`src/rtl/pc_sequencer_pkg.sv`:
```
// rtl/pc_sequencer_pkg.sv - shared state encoding and default widths for the PC sequencer
package pc_pkg;

    localparam int PC_W  = 12;
    localparam int CNT_W = 16;

    typedef enum logic [1:0] {
        IDLE = 2'd0,
        RUN  = 2'd1,
        HALT = 2'd2
    } pc_state_t;

endpackage

```
`src/rtl/pc_sequencer_if.sv`:
```
// rtl/pc_sequencer_if.sv - run-control and branch-target bundle between the top level and the PC sequencer
interface pc_sequencer_if #(
    parameter int D  = pc_pkg::PC_W,
    parameter int CW = pc_pkg::CNT_W
);
    logic          start;
    logic [D-1:0]  start_addr;
    logic          branch_en;
    logic          branch_taken;
    logic [D-1:0]  target;
    logic          halt_req;
    logic [D-1:0]  prog_ctr;
    logic          running;
    logic          done;
    logic [CW-1:0] instr_count;
    logic          pc_fault;

    modport master (
        output start, start_addr, branch_en, branch_taken, target, halt_req,
        input  prog_ctr, running, done, instr_count, pc_fault
    );

    modport slave (
        input  start, start_addr, branch_en, branch_taken, target, halt_req,
        output prog_ctr, running, done, instr_count, pc_fault
    );
endinterface

```
`src/rtl/pc_sequencer_next_calc.sv`:
```
// rtl/pc_sequencer_next_calc.sv - next fetch address: +1 or signed branch offset, with range flag
import pc_pkg::*;

module pc_next_calc #(
    parameter int D = PC_W
) (
    input  logic [D-1:0] prog_ctr,
    input  logic [D-1:0] target,
    input  logic         sel_branch,
    output logic [D-1:0] next_pc,
    output logic         out_of_range
);

    logic [D:0] sum;

    // With an unsigned PC and a signed offset, bit D of the D+1-bit sum is set exactly
    // when the true result is negative or above 2^D-1, and also on the 2^D-1 -> 0 step.
    always_comb begin
        if (sel_branch) begin
            sum = {1'b0, prog_ctr} + {target[D-1], target};
        end else begin
            sum = {1'b0, prog_ctr} + {{D{1'b0}}, 1'b1};
        end
    end

    assign next_pc      = sum[D-1:0];
    assign out_of_range = sum[D];

endmodule

```
`src/rtl/pc_sequencer.sv`:
```
// rtl/pc_sequencer.sv - program-counter sequencer: run/halt FSM, instruction counter, sticky PC fault
import pc_pkg::*;

module pc_sequencer #(
    parameter int D  = PC_W,
    parameter int CW = CNT_W
) (
    input  logic                Clk,
    input  logic                Reset,
    pc_sequencer_if.slave       bus
);

    pc_state_t     state, state_n;
    logic [D-1:0]  pc_q, pc_n;
    logic [CW-1:0] cnt_q, cnt_n, cnt_inc;
    logic          fault_q, fault_n;
    logic          running_q, done_q;

    logic          sel_branch;
    logic [D-1:0]  calc_pc;
    logic          calc_oor;

    assign sel_branch = bus.branch_en & bus.branch_taken;
    assign cnt_inc    = (cnt_q == {CW{1'b1}}) ? cnt_q : cnt_q + CW'(1);

    pc_next_calc #(.D(D)) u_next_calc (
        .prog_ctr     (pc_q),
        .target       (bus.target),
        .sel_branch   (sel_branch),
        .next_pc      (calc_pc),
        .out_of_range (calc_oor)
    );

    always_ff @(posedge Clk or posedge Reset) begin
        if (Reset) begin
            state     <= IDLE;
            pc_q      <= '0;
            cnt_q     <= '0;
            fault_q   <= 1'b0;
            running_q <= 1'b0;
            done_q    <= 1'b0;
        end else begin
            state     <= state_n;
            pc_q      <= pc_n;
            cnt_q     <= cnt_n;
            fault_q   <= fault_n;
            running_q <= (state_n == RUN);
            done_q    <= (state_n == HALT);
        end
    end

    always_comb begin
        state_n = state;
        pc_n    = pc_q;
        cnt_n   = cnt_q;
        fault_n = fault_q;
        case (state)
            RUN: begin
                cnt_n = cnt_inc;
                if (bus.halt_req) begin
                    state_n = HALT;
                end else if (sel_branch && (bus.target == '0)) begin
                    // A taken zero-offset branch would spin forever; treat it as a fault stop.
                    fault_n = 1'b1;
                    state_n = HALT;
                end else begin
                    pc_n = calc_pc;
                    if (calc_oor) begin
                        fault_n = 1'b1;
                    end
                end
            end
            IDLE, HALT: begin
                if (bus.start) begin
                    pc_n    = bus.start_addr;
                    cnt_n   = '0;
                    fault_n = 1'b0;
                    state_n = RUN;
                end
            end
            default: begin
                state_n = IDLE;
            end
        endcase
    end

    assign bus.prog_ctr    = pc_q;
    assign bus.instr_count = cnt_q;
    assign bus.pc_fault    = fault_q;
    assign bus.running     = running_q;
    assign bus.done        = done_q;

endmodule

```
`src/flat_wrapper.sv`:
```
// flat-port wrapper written by rule: the top's interface ports become plain ports
module pc_sequencer_flat 
#(
    parameter int D  = PC_W,
    parameter int CW = CNT_W
)
  (Clk, Reset, bus_start, bus_start_addr, bus_branch_en, bus_branch_taken, bus_target, bus_halt_req, bus_prog_ctr, bus_running, bus_done, bus_instr_count, bus_pc_fault);
  pc_sequencer_if #(.D(D), .CW(CW)) bus_i ();
  input  logic Clk;
  input  logic Reset;
  input wire logic [$bits(bus_i.start)-1:0] bus_start;
  input wire logic [$bits(bus_i.start_addr)-1:0] bus_start_addr;
  input wire logic [$bits(bus_i.branch_en)-1:0] bus_branch_en;
  input wire logic [$bits(bus_i.branch_taken)-1:0] bus_branch_taken;
  input wire logic [$bits(bus_i.target)-1:0] bus_target;
  input wire logic [$bits(bus_i.halt_req)-1:0] bus_halt_req;
  output wire logic [$bits(bus_i.prog_ctr)-1:0] bus_prog_ctr;
  output wire logic [$bits(bus_i.running)-1:0] bus_running;
  output wire logic [$bits(bus_i.done)-1:0] bus_done;
  output wire logic [$bits(bus_i.instr_count)-1:0] bus_instr_count;
  output wire logic [$bits(bus_i.pc_fault)-1:0] bus_pc_fault;
  assign bus_i.start = bus_start;
  assign bus_i.start_addr = bus_start_addr;
  assign bus_i.branch_en = bus_branch_en;
  assign bus_i.branch_taken = bus_branch_taken;
  assign bus_i.target = bus_target;
  assign bus_i.halt_req = bus_halt_req;
  assign bus_prog_ctr = bus_i.prog_ctr;
  assign bus_running = bus_i.running;
  assign bus_done = bus_i.done;
  assign bus_instr_count = bus_i.instr_count;
  assign bus_pc_fault = bus_i.pc_fault;
  pc_sequencer #(.D(D), .CW(CW)) u_core (.Clk(Clk), .Reset(Reset), .bus(bus_i));
endmodule
```
`config.mk`:
```
export PLATFORM = sky130hd
export DESIGN_NAME = pc_sequencer_flat
export DESIGN_NICKNAME = d
export VERILOG_FILES = /design/src/rtl/pc_sequencer_pkg.sv /design/src/rtl/pc_sequencer_if.sv /design/src/rtl/pc_sequencer_next_calc.sv /design/src/rtl/pc_sequencer.sv /design/src/flat_wrapper.sv
export SDC_FILE = /design/constraint.sdc
export NUM_CORES = 1
export LEC_CHECK = 0
export ABC_CLOCK_PERIOD_IN_PS = 2450
export BUFFER_PORTS_ARGS = -buffer_cell sky130_fd_sc_hd__clkbuf_2
export CAP_MARGIN = 5
export CORE_ASPECT_RATIO = 0.9
export CORE_MARGIN = 2
export CORE_UTILIZATION = 45
export CTS_CLUSTER_DIAMETER = 200
export DETAILED_ROUTE_END_ITERATION = 8
export GPL_TIMING_DRIVEN = 0
export MAX_ROUTING_LAYER = met4
export PLACE_DENSITY_LB_ADDON = 0.3
export SLEW_MARGIN = 10
export SYNTH_ARGS = -nofsm -noshare
export SYNTH_HDL_FRONTEND = slang
export SYNTH_HIERARCHICAL = 1
export SYNTH_SLANG_ARGS = --single-unit
```
`constraint.sdc`:
```
create_clock -name Clk -period 2.45 [get_ports Clk]
set_input_delay 0.6125 -clock Clk [delete_from_list [all_inputs] [get_ports Clk]]
set_output_delay 0.6125 -clock Clk [all_outputs]
set_load 0.01 [all_outputs]
```
==> flow_metrics.env, run 1 <==
export IMPL_outcome="finished, violations left"
export IMPL_violations="negative setup slack"
export IMPL_r2r_start="u_core/bus.prog_ctr[0]"
export IMPL_antenna_cells=0
export IMPL_netlist_area_leader_share_pct=33.7
export IMPL_slew_headroom_pct=50.6
export IMPL_antenna_found_initial=0
export IMPL_period_minus_slack_ns=2.74
export IMPL_die_w_um=81.8
export IMPL_avgRoutedWirePerCell_um=15.9
export IMPL_ys_flop_type="dfrtp_1"
export IMPL_cts_buffers=5
export IMPL_syn_area_mm2=0.00245
export IMPL_synth_most_common_cell="dfrtp_1"
export IMPL_grt_use_total_pct=21.9
export IMPL_slew_viol_final=0
export IMPL_highest_layer="met4"
export IMPL_drt_iter0_drc=97
export IMPL_syn_nets=276
export IMPL_cellPowerDensity_mw_per_mm2=897
export IMPL_p_sw_mw=1.10
export IMPL_holdWs_ns=0.415
export IMPL_clockBufferDepth=2
export IMPL_yosysWarnings=6
export IMPL_wl_met3_um=308
export IMPL_reg2reg_to="u_core/bus.prog_ctr[10]"
export IMPL_crit_type="primary input to register"
export IMPL_drt_total_wl_mm=6.02
export IMPL_yosys_area_top_type="dfrtp_1"
export IMPL_internal_power_mw=1.78
export IMPL_synth_edf_count=0
export IMPL_p_leak_nw=1.55
export IMPL_dieArea_mm2=0.00605
export IMPL_required_ns=2.64
export IMPL_hp_class="primary input to async pin"
export IMPL_ir_drop_v=0.000550
export IMPL_multiInputGateArea_mm2=0.00174
export IMPL_ys_ff_latch=33
export IMPL_num_fill_cells=453
export IMPL_fp_coreArea_mm2=0.00526
export IMPL_met1_length_mm=2.90
export IMPL_finalCritPeriodShare_pct=112
export IMPL_pwr_share_seq_pct=29.9
export IMPL_routabilityCongestion=0.825
export IMPL_critPathCaptureType="register"
export IMPL_startpoint="bus_branch_en"
export IMPL_synthTopCellsByCount="dfrtp_1, mux2_2, nand2_1"
export IMPL_start_util_pct=46.6
export IMPL_ant_nets=0
export IMPL_yosysSeqAreaShare_pct=33.7
export IMPL_startpoint_type="primary input"
export IMPL_ys_types=56
export IMPL_ctsRootBufferMaster="clkbuf_8"
export IMPL_cp_arrival_ns=2.93
export IMPL_area_growth_pct=31.0
export IMPL_grt_pass1_vias=2011
export IMPL_cts_tree="built"
export IMPL_grt_pass1_wl_mm=9.75
export IMPL_die_h_um=74.0
export IMPL_maxCapViolations=0
export IMPL_drt_first_pass_iters=4
export IMPL_drc=0
export IMPL_synthCells=232
export IMPL_max_freq_mhz=365
export IMPL_worst_slew_pin_transition_ns=0.740
export IMPL_num_io_pins=61
export IMPL_fin_worst_skew_ns=0.00985
export IMPL_synth_area_top_cells="dfrtp_1, mux2_2, ha_1, mux2_4, and2_1"
export IMPL_rows=25
export IMPL_numClockSinks=33
export IMPL_holdBufCountCts=0
export IMPL_cp_max_fo=7
export IMPL_via_per_inst=5.60
export IMPL_final_hold_violation_count=0
export IMPL_finish_net_count=354
export IMPL_reg2reg_depth=9
export IMPL_path_clk_slew_ns=0.08
export IMPL_setup_viol=9
export IMPL_reg2reg_slack_ns=-0.06
export IMPL_wl_met2_mm=2.75
export IMPL_worst_slack_ns=-0.293
export IMPL_htree_levels=2
export IMPL_synth_avg_cell_area_um2=10.6
export IMPL_drive_gt1_share_pct=51.8
export IMPL_seq_area_um2=826
export IMPL_portBuffers=60
export IMPL_clkPwrFrac_pct=14.9
export IMPL_via_count=2118
export IMPL_clk_latency_ns=0.30
export IMPL_async_flop_share_pct=100
export IMPL_p_sw_share_pct=38.3
export IMPL_power_frac_comb_pct=55.2
export IMPL_rsz0062_at_grt="true"
export IMPL_utilization_pct=61.0
export IMPL_post_dp_hpwl_mm=4.25
export IMPL_grt_max_degree=34
export IMPL_overflow=0
state kept, by name, summed over array words and instances, names as in the netlist:
register	flops
u_core/bus.prog_ctr	12
u_core/bus.pc_fault	1
u_core/state	2
u_core/bus.running	1
u_core/bus.instr_count	16
u_core/bus.done	1
worst max-delay path: stages:
cell,delay [ns]
buf_6,0.09
and2_4,0.16
buf_8,0.13
and2_4,0.17
fa_2,0.35
a211oi_2,0.27
o21bai_2,0.11
a211oi_2,0.23
o31ai_1,0.12
xor2_1,0.15
mux2_4,0.27
mux2_4,0.26
placed cells by master (no fill, tap or decap), types with 4 or more instances in the layout:
master    count
a21oi_1       6
a21oi_2       4
a221o_1       4
and2_1        4
and2_4        9
and4_4        5
buf_4        13
buf_6         4
clkbuf_2     59
clkbuf_8      5
dfrtp_1      33
ha_1          4
ha_4          8
mux2_2       13
mux2_4       12
nand2_1      14
nand2b_1      5
nand3_1       6
nand4_1       6
nor2_1       11
nor4_1        5
o21ai_0       6
xnor2_1       9
worst max-delay path by stage:
stage	end	slack (ns)	cells past startpoint
2_1_floorplan	u_core/bus.prog_ctr[10]	-0.36	11
3_3_place_gp	u_core/bus.prog_ctr[10]	-0.63	12
3_5_place_dp	u_core/bus.prog_ctr[10]	-0.64	12
4_1_cts	u_core/bus.prog_ctr[10]	-0.28	12
5_1_grt	u_core/bus.prog_ctr[9]	-0.36	12
6_report	u_core/bus.prog_ctr[10]	-0.29	12
power groups by stage:
stage	sequential, mW	clock (mW)	combinational (mW)
2_1_floorplan	0.903	0	1.01
3_3_place_gp	0.861	0	1.38
3_5_place_dp	0.868	0	1.40
4_1_cts	0.864	0.443	1.49
5_1_grt	0.885	0.464	1.74
6_report	0.861	0.428	1.59
area by class of cell:
type,count,area share [%]
multi-input combinational,187,54.1
sequential,33,25.7
timing repair buffer,71,12.1
tap,67,2.61
buffer,8,2.26
clock buffer,5,2.15
clock inverter,3,0.546
inverter,4,0.468
cell families after synthesis:
| group | count (synthesis) | synth area share [%] |
|---|---|---|
| XOR/XNOR | 12 | 4.29 |
| multiplexers | 28 | 14.0 |
| adder cells (fa/ha/maj) | 14 | 7.46 |
| flip-flops | 33 | 33.7 |
| buffers and inverters | 12 | 3.12 |
| AND/OR/NAND/NOR | 82 | 20.2 |
| AO/OA/AOI/OAI | 51 | 17.3 |
through the flow:
step | instance area (um2) | total power, mW | setup WS (ns) | instances | TNS, ns
finish | 3210 | 2.88 | -0.293 | 378 | -1.61
global placement | 2960 | 2.25 | -0.632 | 359 | -4.10
floorplan | 2580 | 1.91 | -0.357 | 232 | -1.83
global route | 3210 | 3.09 | -0.355 | 378 | -2.31
CTS | 3150 | 2.80 | -0.283 | 374 | -1.14
detailed placement | 2960 | 2.27 | -0.642 | 359 | -4.21
per-layer routing:
| layer | vias to the layer above | GRT usage (%) |
|---|---|---|
| li1 | 1031 | - |
| met1 | 1021 | 30.4 |
| met2 | 61 | 32.6 |
| met3 | 5 | 4.73 |
| met4 | 0 | 5.56 |
| met5 | - | - |
timing repair:
item	4_1_cts	5_1_grt
pin swaps	11	9
gates resized for setup	12	7
gates cloned	0	0
setup endpoints to repair	7	9
buffers inserted	7	4
No activity file was read; power rests on OpenSTA's default activity.
==> run 2: changes to the inputs <==
CTS_BUF_LIST = sky130_fd_sc_hd__clkbuf_2 sky130_fd_sc_hd__clkbuf_4 sky130_fd_sc_hd__clkbuf_8   (was not set)
PLACE_DENSITY = 0.77   (was not set)
PLACE_DENSITY_LB_ADDON = not set   (was 0.3)
==> flow_metrics.env, run 2 (same netlist as run 1, synthesis figures left out) <==
export IMPL_layout_commonest_cell="clkbuf_2"
export IMPL_path_clk_slew_ns=0.08
export IMPL_antenna_cells=0
export IMPL_max_freq_mhz=358
export IMPL_num_io_pins=61
export IMPL_crit_type="primary input to register"
export IMPL_largest_reg_flops=16
export IMPL_finalCritPeriodShare_pct=114
export IMPL_cellPowerDensity_mw_per_mm2=905
export IMPL_setup_viol=9
export IMPL_via_count=2155
export IMPL_cp_max_fo=6
export IMPL_period_minus_slack_ns=2.79
export IMPL_cts_tree="built"
export IMPL_grt_pass1_wl_mm=10.0
export IMPL_violations="negative setup slack"
export IMPL_ant_nets=0
export IMPL_die_h_um=74.0
export IMPL_rsz0062_at_grt="true"
export IMPL_worst_slack_ns=-0.343
export IMPL_placed_cells=359
export IMPL_path_cells="buf_6, and2_4, buf_8, and2_4, fa_2, a211oi_4, o21bai_2, a211oi_2, o31ai_1, xor2_1, mux2_4, mux2_4"
export IMPL_p_total_mw=2.98
export IMPL_start_util_pct=46.6
export IMPL_rows=25
export IMPL_clockBufferDepth=2
export IMPL_final_cells=383
export IMPL_outcome="finished, violations left"
export IMPL_finish_net_count=359
export IMPL_slew_headroom_pct=50.5
export IMPL_ctsRootBufferMaster="clkbuf_8"
export IMPL_drc=0
export IMPL_placed_cell_area_mm2=0.00296
export IMPL_post_dp_hpwl_mm=4.32
export IMPL_grt_max_degree=34
export IMPL_via_per_inst=5.63
export IMPL_die_w_um=81.8
export IMPL_numClockSinks=33
export IMPL_p_leak_nw=1.58
export IMPL_worst_slew_pin_transition_ns=0.742
export IMPL_drt_iter0_drc=88
export IMPL_slowest_delay_ns=0.37
export IMPL_fin_worst_skew_ns=0.0125
export IMPL_drive_gt1_share_pct=53.2
export IMPL_grt_pass1_vias=2155
export IMPL_critPathCaptureType="register"
export IMPL_avgRoutedWirePerCell_um=16.4
export IMPL_utilization_pct=62.5
export IMPL_required_ns=2.64
export IMPL_startpoint_type="primary input"
export IMPL_dieArea_mm2=0.00605
export IMPL_fp_coreArea_mm2=0.00526
export IMPL_ir_drop_v=0.000595
export IMPL_htree_levels=2
export IMPL_drt_first_pass_iters=4
export IMPL_final_hold_violation_count=0
export IMPL_hp_class="primary input to async pin"
export IMPL_antenna_found_initial=0
export IMPL_drt_total_wl_mm=6.27
export IMPL_routabilityCongestion=0.867
export IMPL_final_cell_mix="clkbuf_2, dfrtp_1, buf_4"
export IMPL_grt_use_total_pct=22.2
export IMPL_holdBufCountCts=0
export IMPL_critPathSlowestCell="fa_2"
export IMPL_slew_viol_final=0
export IMPL_clk_latency_ns=0.30
export IMPL_overflow=0
export IMPL_cts_buffers=5
export IMPL_maxCapViolations=0
export IMPL_fin_area_mm2=0.00329
export IMPL_cp_arrival_ns=2.98
export IMPL_portBuffers=60
export IMPL_area_growth_pct=34.2
-- run 2: layer usage --
layer,vias to the layer above,part of all wire [%],track usage [%]
met5,-,0,-
met4,0,1.5,6.30
met3,8,4.9,5.46
met2,55,48,34.8
met1,1045,46,28.7
li1,1047,-,-
-- run 2: critical path, delay by kind of cell --
kind / cells / cell delay (ns)
simple gates: 2 / 0.33
fa+ha+maj: 1 / 0.37
buf+inv: 2 / 0.22
xor+xnor: 1 / 0.15
compound gates: 4 / 0.74
mux: 2 / 0.53
-- run 2: final cells by class --
cell class,count,area [um2]
inverter,4,15.0
clock inverter,3,17.5
clock buffer,5,68.8
tap,67,83.8
sequential,33,826
buffer,8,72.6
multi-input combinational,187,1770
timing repair buffer,76,434
fill,439,1970
-- run 2: path summary, 6_finish.rpt --
check,depth (start not counted),from,to,slack (ns)
max,12,bus_branch_en,u_core/bus.prog_ctr[10],-0.34
min in group Clk,2,u_core/bus.pc_fault,u_core/bus.pc_fault,0.55
max in group asynchronous,2,Reset,u_core/bus.instr_count[10],1.54
min,2,Reset,u_core/bus.instr_count[12],0.42
max reg2reg,9,u_core/bus.prog_ctr[0],u_core/bus.prog_ctr[10],-0.11
min reg2reg,2,u_core/bus.pc_fault,u_core/bus.pc_fault,0.55
-- run 2: what timing repair did --
item / 4_1_cts / 5_1_grt
pin swaps: 19 / 13
resized for setup: 14 / 13
cloned: 0 / 0
endpoints found under the setup margin: 7 / 9
hold endpoints to repair: 0 / 0
buffers inserted: 8 / 8
-- run 2: stage by stage --
step / setup TNS, ns / setup WS [ns] / hold slack [ns]
after floorplan: -1.83 / -0.357 / 0.541
after global placement: -4.25 / -0.638 / 0.531
after detailed placement: -4.40 / -0.649 / 0.534
after CTS: -1.29 / -0.290 / 0.446
after global routing: -2.85 / -0.403 / 0.484
final: -2.33 / -0.343 / 0.421
-- run 2: power breakdown --
| group | switching [mW] | internal, mW | leakage [nW] |
|---|---|---|---|
| clock | 0.226 | 0.196 | 0.0439 |
| combinational | 0.746 | 0.949 | 1.11 |
| sequential | 0.174 | 0.686 | 0.425 |
| total | 1.14 | 1.83 | 1.58 |
